==> src/rtl/uart_pkg.sv <==
// Shared types and sizing for the UART transmit arbiter.
package uart_pkg;
  localparam int NUM_REQ  = 4;
  localparam int BYTE_W   = 8;
  localparam int PERIOD_W = 20;

  typedef enum logic [1:0] {
    S_IDLE,
    S_LOAD,
    S_BUSY,
    S_GAP
  } state_t;
endpackage

==> src/rtl/uart_rr_pick.sv <==
// Rotate-priority encoder: first set request at or above i_Ptr, wrapping mod NUM_REQ.
module uart_rr_pick
  import uart_pkg::*;
(
  input  logic [NUM_REQ-1:0] i_Req,
  input  logic [1:0]         i_Ptr,
  output logic               o_Valid,
  output logic [1:0]         o_Idx
);
  logic [1:0] w_Pos;

  // Scan from the farthest slot back to i_Ptr so the nearest hit wins last.
  always_comb begin
    o_Valid = 1'b0;
    o_Idx   = i_Ptr;
    w_Pos   = i_Ptr;
    for (int k = NUM_REQ - 1; k >= 0; k--) begin
      w_Pos = i_Ptr + 2'(k);
      if (i_Req[w_Pos]) begin
        o_Valid = 1'b1;
        o_Idx   = w_Pos;
      end
    end
  end
endmodule

==> src/rtl/uart_tx_arbiter.sv <==
// Round-robin arbiter feeding four byte requesters into one UART transmitter,
// with a one-bit-time guard between frames. UART_ARB_PRIO0_EN gives requester 0 fixed priority.
module uart_tx_arbiter
  import uart_pkg::*;
(
  input  logic                      i_Clk,
  input  logic                      i_Rst_L,
  input  logic [NUM_REQ-1:0]        i_Req,
  input  logic [NUM_REQ*BYTE_W-1:0] i_Req_Byte,
  output logic [NUM_REQ-1:0]        o_Ack,
  input  logic [PERIOD_W-1:0]       i_Period,
  output logic                      o_TX_DV,
  output logic [BYTE_W-1:0]         o_TX_Byte,
  input  logic                      i_TX_Done,
  output logic                      o_Busy,
  output logic [1:0]                o_Grant_Idx
);
  state_t              r_State, w_Next;
  logic [1:0]          r_Ptr;
  logic [PERIOD_W-1:0] r_Guard;
  logic [PERIOD_W-1:0] w_Gap_Len;
  logic                w_Pick_Vld, w_Win_Vld, w_Ptr_Upd, w_Grant;
  logic [1:0]          w_Pick_Idx, w_Win_Idx;

  uart_rr_pick u_pick (
    .i_Req   (i_Req),
    .i_Ptr   (r_Ptr),
    .o_Valid (w_Pick_Vld),
    .o_Idx   (w_Pick_Idx)
  );

`ifdef UART_ARB_PRIO0_EN
  // Requester 0 bypasses rotation and leaves the pointer untouched.
  assign w_Win_Vld = i_Req[0] | w_Pick_Vld;
  assign w_Win_Idx = i_Req[0] ? 2'd0 : w_Pick_Idx;
  assign w_Ptr_Upd = ~i_Req[0];
`else
  assign w_Win_Vld = w_Pick_Vld;
  assign w_Win_Idx = w_Pick_Idx;
  assign w_Ptr_Upd = 1'b1;
`endif

  // Ack is combinational so it lands in the grant cycle; reset masks it immediately.
  assign w_Grant   = i_Rst_L && (r_State == S_IDLE) && w_Win_Vld;
  assign o_Ack     = w_Grant ? (NUM_REQ'(1) << w_Win_Idx) : '0;
  assign o_TX_DV   = (r_State == S_LOAD);
  assign o_Busy    = (r_State != S_IDLE);
  assign w_Gap_Len = (i_Period == '0) ? PERIOD_W'(1) : i_Period;

  always_ff @(posedge i_Clk or negedge i_Rst_L) begin
    if (!i_Rst_L) r_State <= S_IDLE;
    else          r_State <= w_Next;
  end

  always_comb begin
    w_Next = r_State;
    case (r_State)
      S_IDLE: if (w_Grant) w_Next = S_LOAD;
      S_LOAD: w_Next = S_BUSY;
      S_BUSY: if (i_TX_Done) w_Next = S_GAP;
      S_GAP:  if (r_Guard <= PERIOD_W'(1)) w_Next = S_IDLE;
      default: w_Next = S_IDLE;
    endcase
  end

  always_ff @(posedge i_Clk or negedge i_Rst_L) begin
    if (!i_Rst_L) begin
      r_Ptr       <= '0;
      r_Guard     <= '0;
      o_TX_Byte   <= '0;
      o_Grant_Idx <= '0;
    end else begin
      if (w_Grant) begin
        o_TX_Byte   <= i_Req_Byte[{w_Win_Idx, 3'b000} +: BYTE_W];
        o_Grant_Idx <= w_Win_Idx;
        if (w_Ptr_Upd) r_Ptr <= w_Win_Idx + 2'd1;
      end
      // Guard length is latched on GAP entry; later period changes wait a frame.
      if (r_State == S_BUSY && i_TX_Done) r_Guard <= w_Gap_Len;
      else if (r_State == S_GAP)          r_Guard <= r_Guard - PERIOD_W'(1);
    end
  end
endmodule

==> config.mk <==
export PLATFORM = sky130hd
export DESIGN_NAME = uart_tx_arbiter
export DESIGN_NICKNAME = d
export VERILOG_FILES = /design/src/rtl/uart_pkg.sv /design/src/rtl/uart_rr_pick.sv /design/src/rtl/uart_tx_arbiter.sv
export SDC_FILE = /design/constraint.sdc
export NUM_CORES = 1
export LEC_CHECK = 0
export ABC_AREA = 1
export BUFFER_PORTS_ARGS = -buffer_cell sky130_fd_sc_hd__buf_2
export CAP_MARGIN = 20
export CORE_ASPECT_RATIO = 0.75
export CORE_UTILIZATION = 55
export CTS_BUF_LIST = sky130_fd_sc_hd__clkbuf_4
export DETAILED_ROUTE_END_ITERATION = 6
export PLACE_DENSITY = 0.86
export SYNTH_ARGS = -nofsm -noshare
export SYNTH_HDL_FRONTEND = slang
export SYNTH_HIERARCHICAL = 1
export SYNTH_SLANG_ARGS = --single-unit
==> constraint.sdc <==
create_clock -name i_Clk -period 3 [get_ports i_Clk]
set_input_delay 0.45 -clock i_Clk [delete_from_list [all_inputs] [get_ports i_Clk]]
set_output_delay 0.45 -clock i_Clk [all_outputs]
set_load 0.05 [all_outputs]
Word-level counts from Yosys, hierarchy flattened
Index checks and enable logic that the tools add are counted.

operators by class
  muxes and demuxes = 24
  add/sub/neg operators = 5
  eq/ne operators = 6
  shift operators = 2
  reduce and logical (&&, ||, !) cells = 8
  order comparisons = 5

operators with widths
  kind                                                                          count
  20-bit 2-to-1 mux                                                             3
  32-bit by 6-bit variable part select with 8-bit output                        1
  20-bit by 1-bit <= comparator with 1-bit output, second input constant        1
  20-bit logical NOT                                                            1
  20-bit by 1-bit subtractor with 20-bit output, second input constant          1
  2-bit 2-to-1 mux                                                              7
  2-bit by 3-bit less-than comparator with 1-bit output, second input constant  4
  1-bit binary-select mux with 2-bit select                                     4
  1-bit 2-to-1 mux                                                              8
  2-bit case mux with 4 select lines                                            1
  2-bit inequality test, second input constant                                  3
  2-bit by 1-bit adder with 2-bit output, second input constant                 2
  2-bit adder, second input constant                                            2
  2-bit equality test, second input constant                                    2
  4-bit 2-to-1 mux                                                              1
  2-bit nonzero test                                                            2
  1-bit by 2-bit << shifter with 4-bit output, first input constant             1
  1-bit logical AND                                                             3
  3-bit AND reduction                                                           1
  2-bit by 1-bit equality test with 1-bit output, second input constant         1
  2-bit logical NOT                                                             1

word-level totals
  flip-flop bits (word level) = 34
  logic and storage cells = 55

Depth between registers and ports, before layout
  depth in word-level cells = 10
  gate-level depth with buffers = 18
  gate-level depth less buffers = 15

Hierarchy
The synthesis kept the hierarchy.

modules (own cells, without submodules)
  module           times used  area an instance (um2)  sequential area each (um2)  cells an instance
  uart_tx_arbiter  1           2494.9                  850.8                       364
  uart_rr_pick     1           234.0                   0.0                         53

Worst setup path before layout
No wires, ideal clock.

  kind = flip-flop to output port
  start = register r_Ptr[0]
  end = output o_Ack[2]
  buffers on the path = 3
  stages on the path, launching flop included = 18
  required time = 2.550 ns
  path slack = 0.225 ns
  arrival = 2.325 ns
  path through = dfrtp_1 buf_6 inv_4 nand2_1 nand2_1 nand2_1 nand2_1 nand2_1 nand2_1 nand2_1 nand2_1 nand2_1 buf_6 inv_1 buf_6 ha_1 inv_1 nor2_1

on the way
  longest elaborated chain between the ends = 9

RTL lines
  item                                             RTL line               RTL
  start, declared                                  uart_tx_arbiter.sv:19  logic [1:0] r_Ptr;
  start signal, assigned                           uart_tx_arbiter.sv:76  if (w_Ptr_Upd) r_Ptr <= w_Win_Idx + 2'd1;
  2-bit adder                                      uart_rr_pick.sv:18     w_Pos = i_Ptr + 2'(k);
  1-bit binary-select mux with 2-bit select        uart_rr_pick.sv:19     if (i_Req[w_Pos]) begin
  1-bit 2-to-1 mux (implied by the code)           uart_rr_pick.sv:19
  2-bit 2-to-1 mux (3 in a row)                    uart_rr_pick.sv:19
  2-bit 2-to-1 mux (*)                             uart_rr_pick.sv:19
  named net w_Pick_Idx[0]                          uart_tx_arbiter.sv:23  logic [1:0] w_Pick_Idx, w_Win_Idx;
  1-bit by 2-bit << shifter with 4-bit output (*)  uart_tx_arbiter.sv:45  assign o_Ack = w_Grant ? (NUM_REQ'(1) << w_Win_Idx) : '0;
  4-bit 2-to-1 mux (*)                             uart_tx_arbiter.sv:45
  end, declared                                    uart_tx_arbiter.sv:10  output logic [NUM_REQ-1:0] o_Ack,

Mark *: on every way through the listed nets, which the timed path passes. The rest lies on a longest branch. The select of a mux whose other input is x is not followed.

Final worst setup path
  start = register r_Ptr[0]
  end = output o_Ack[3]

Same word-level chain as after synthesis.

==> metrics <==
status complete, no violations; CTS tree built; ant diodes 0; Unique masters post-synth 35; Synth Cell Area 2729 um2; Core Box Area 4598 um2; simple-gate portion of the synthesized area 40.72%; Max Slew Vio Count 0; Via Count 2,963; Tcrit/Tclk final 94.88%; min Tclk post-route 2.846 ns; total gr overflow 0; pwr dens 1137 nW/um2; TNS Setup 0 ns; RSZ-0062 raised after global routing false; Post-synth EDFFs 0; initial core utilization 59.35%; Synth Flop Type dfrtp_1; Critical Path AT 2.40 ns; first-pass GRT wire length 12.47 mm; Setup crit end kind primary output; Least-Margin Pin Slew 0.4578 ns; RR Startpoint r_Ptr[0]; Global Route Usage Sum 29.75%; final WL 7.471 mm; largest net degree at the start of global routing 35; area fraction in compound gates after synthesis 11.37%; synthesized net count 487; total power 3.656 mW; Mean Syn Cell Area 6.544 um2; vias in the first global route 2,785; synth warn 6; Area contributors post-synth dfrtp_1 (31%), nand2_1 (18%), nor2_1 (7.6%); clk_lat worst skew 0.34 ns; Tightest Hold Check Type input port to asynchronous set/reset pin; Max clock buf depth 2; Rows 21; area share of the largest cell type after synthesis 31.18%; antenna violations before repair 0; endpoints failing setup 0; largest family of logic cells by synthesized area simple AND/OR/NAND/NOR gates; Die Ht 63 um; Buffers on Ports 74; Async SR Flop Fraction 100.0%; DR pass1 iterations 5; crit path max fanout 7; Routed Antenna Nets 0; Starting DRT DRC Count 334; Rel. slew slack 69.48%; hold_buf cts 0; DP HPWL 5.690 mm; dominant cell type by area after synthesis dfrtp_1; Seq cells post-synth 34; DR WL/cell 13.49 um; Gate Count Post-Synth 417; Leakage 1.775 nW; Max VDD drop 0.8282 mV; DIE AREA 5250 um2; Max Clock Freq 351.3 MHz; Remaining DRCs 0; # IOs 75; Setup Skew 0.002618 ns; register area share after synthesis 31.18%; RePlAce Congestion 0.9825; clock sink count 34; Synth Area in XOR/XNOR 1.284%; Post-Synth Adder-Cell Area 5.044%; Setup Crit Path Kind flip-flop to primary output; CTS HTree Levels 2; mux contribution to synthesized area 0%; Maximum Capacitance Violations 0; Hold Violations, Final 0; Die Wd 83.34 um; reg2reg end o_TX_Byte[1]; post-DR vias/cell 5.348; Critical Path Source Type flip-flop; Num CTS Buffers 5; fin nets 566; P&R area growth vs syn 17.84%; root buf cell clkbuf_4; CTS clk-pin slew, worst paths 0.11 ns; share of cells above drive strength 1 23.74%; Reg2Reg Setup Slack 0.77 ns; Worst Reg-to-Reg Cells 16; CP required 2.55 ns
[cells in the mapped netlist (2+ instances only)]
cell	instances
nand2_2	6
o21ai_0	23
nor2_1	55
nand3_1	29
buf_4	2
nor2_4	5
nand2_1	130
nand3b_1	2
dfrtp_1	34
nand4_1	4
nand3_2	4
a21oi_1	3
o21bai_1	2
ha_1	11
nor2_2	6
xor2_1	4
or2_2	2
o22ai_1	12
o211ai_1	3
buf_6	3
nand2_4	2
clkinv_1	2
buf_2	3
inv_1	50
nor3_1	5
inv_2	4
a21boi_1	2
a22oi_1	2
[cells in the final DEF (no fill, tap or decap), types with 3 or more instances in the layout]
master and n:
ha_1 11, nor2_1 55, nand3_1 29, o21ai_0 23, nand3_2 4, nand2_1 130
nand2_2 6, nor2_2 6, buf_2 73, inv_1 50, a21oi_1 3, clkbuf_4 5
dfrtp_1 33, buf_4 6, inv_2 4, nor2_4 5, clkinv_1 5, xor2_1 4
o211ai_1 3, nor3_1 5, nand4_1 4, o22ai_1 12
[metal layers]
| layer | track usage, % | share of wire [%] |
|---|---|---|
| met4 | 9.914 | 1.9 |
| met1 | 42.14 | 46 |
| met5 | 0 | 0 |
| met3 | 6.077 | 8.1 |
| met2 | 45.39 | 44 |
[final cells by class]
class / instances / area, um2
clock buffers: 5 / 37.54
fillers: 418 / 1383
clock inverters: 3 / 11.26
well taps: 57 / 71.32
multi-input cells: 317 / 1594
flip-flops and latches: 34 / 852.1
repair buffers: 81 / 432.9
inverters: 57 / 216.5
[registers in the layout, summed over array words and instances, names as in the netlist]
| signal | count |
|---|---|
| r_Guard | 20 |
| r_Ptr | 2 |
| o_Grant_Idx | 2 |
| o_TX_Byte | 8 |
| r_State | 2 |
[metrics by stage]
| stage | setup WS [ns] | area (um2) | hold WS [ns] | instances | util (%) |
|---|---|---|---|---|---|
| floorplan | 0.2250 | 2729 | 0.1544 | 417 | - |
| global placement | 0.5835 | 3148 | 0.4595 | 545 | 68.46 |
| detailed placement | 0.4994 | 3148 | 0.4608 | 545 | 68.46 |
| CTS | 0.1242 | 3197 | 0.1852 | 553 | 69.52 |
| global route | 0.005599 | 3216 | 0.2043 | 554 | 69.93 |
| finish | 0.1536 | 3216 | 0.1669 | 554 | 69.93 |
[where the power goes]
group / switching (mW) / total, mW / internal, mW
Sequential: 0.218 / 0.893 / 0.675
Clock: 0.161 / 0.244 / 0.0835
Combinational: 1.71 / 2.52 / 0.808
Total: 2.09 / 3.66 / 1.57
[worst max-delay path, cell delays in order (launching register included)]
cell     delay, ns
dfrtp_2       0.48
buf_2         0.18
nand2_1       0.11
nand3_2       0.09
nand2_1       0.09
inv_1         0.05
nand2_1       0.05
nand2_1       0.08
nand2_1       0.08
nand2_1       0.05
nand2_1       0.16
ha_1          0.17
inv_1         0.04
nor2_1        0.14
buf_2         0.30
[what timing repair did]
item / 4_1_cts / 5_1_grt
setup buffers: 0 / 1
endpoints found under the setup margin: 0 / 3
gates resized for setup: 0 / 8
endpoints found under the hold margin: 0 / 0
[logic make-up (layout without fill, tap and decap cells)]
| kind of cell | Yosys count | in the layout |
|---|---|---|
| flops | 34 | 34 |
| simple gates | 250 | 250 |
| xor+xnor | 4 | 4 |
| fa+ha+maj | 11 | 11 |
| buf+inv | 66 | 146 |
| compound gates | 52 | 52 |
[worst max path at each step]
| stage | start | endpoint | cells past startpoint |
|---|---|---|---|
| floorplan | r_Ptr[0] | o_Ack[2] | 17 |
| global placement | r_Ptr[0] | o_Ack[0] | 12 |
| detailed placement | i_Req[1] | o_Ack[0] | 16 |
| CTS | r_Ptr[0] | o_Ack[0] | 12 |
| global route | r_Ptr[1] | o_Ack[1] | 12 |
| finish | r_Ptr[0] | o_Ack[3] | 14 |
Note: power is estimated with default switching activity, not from simulation.
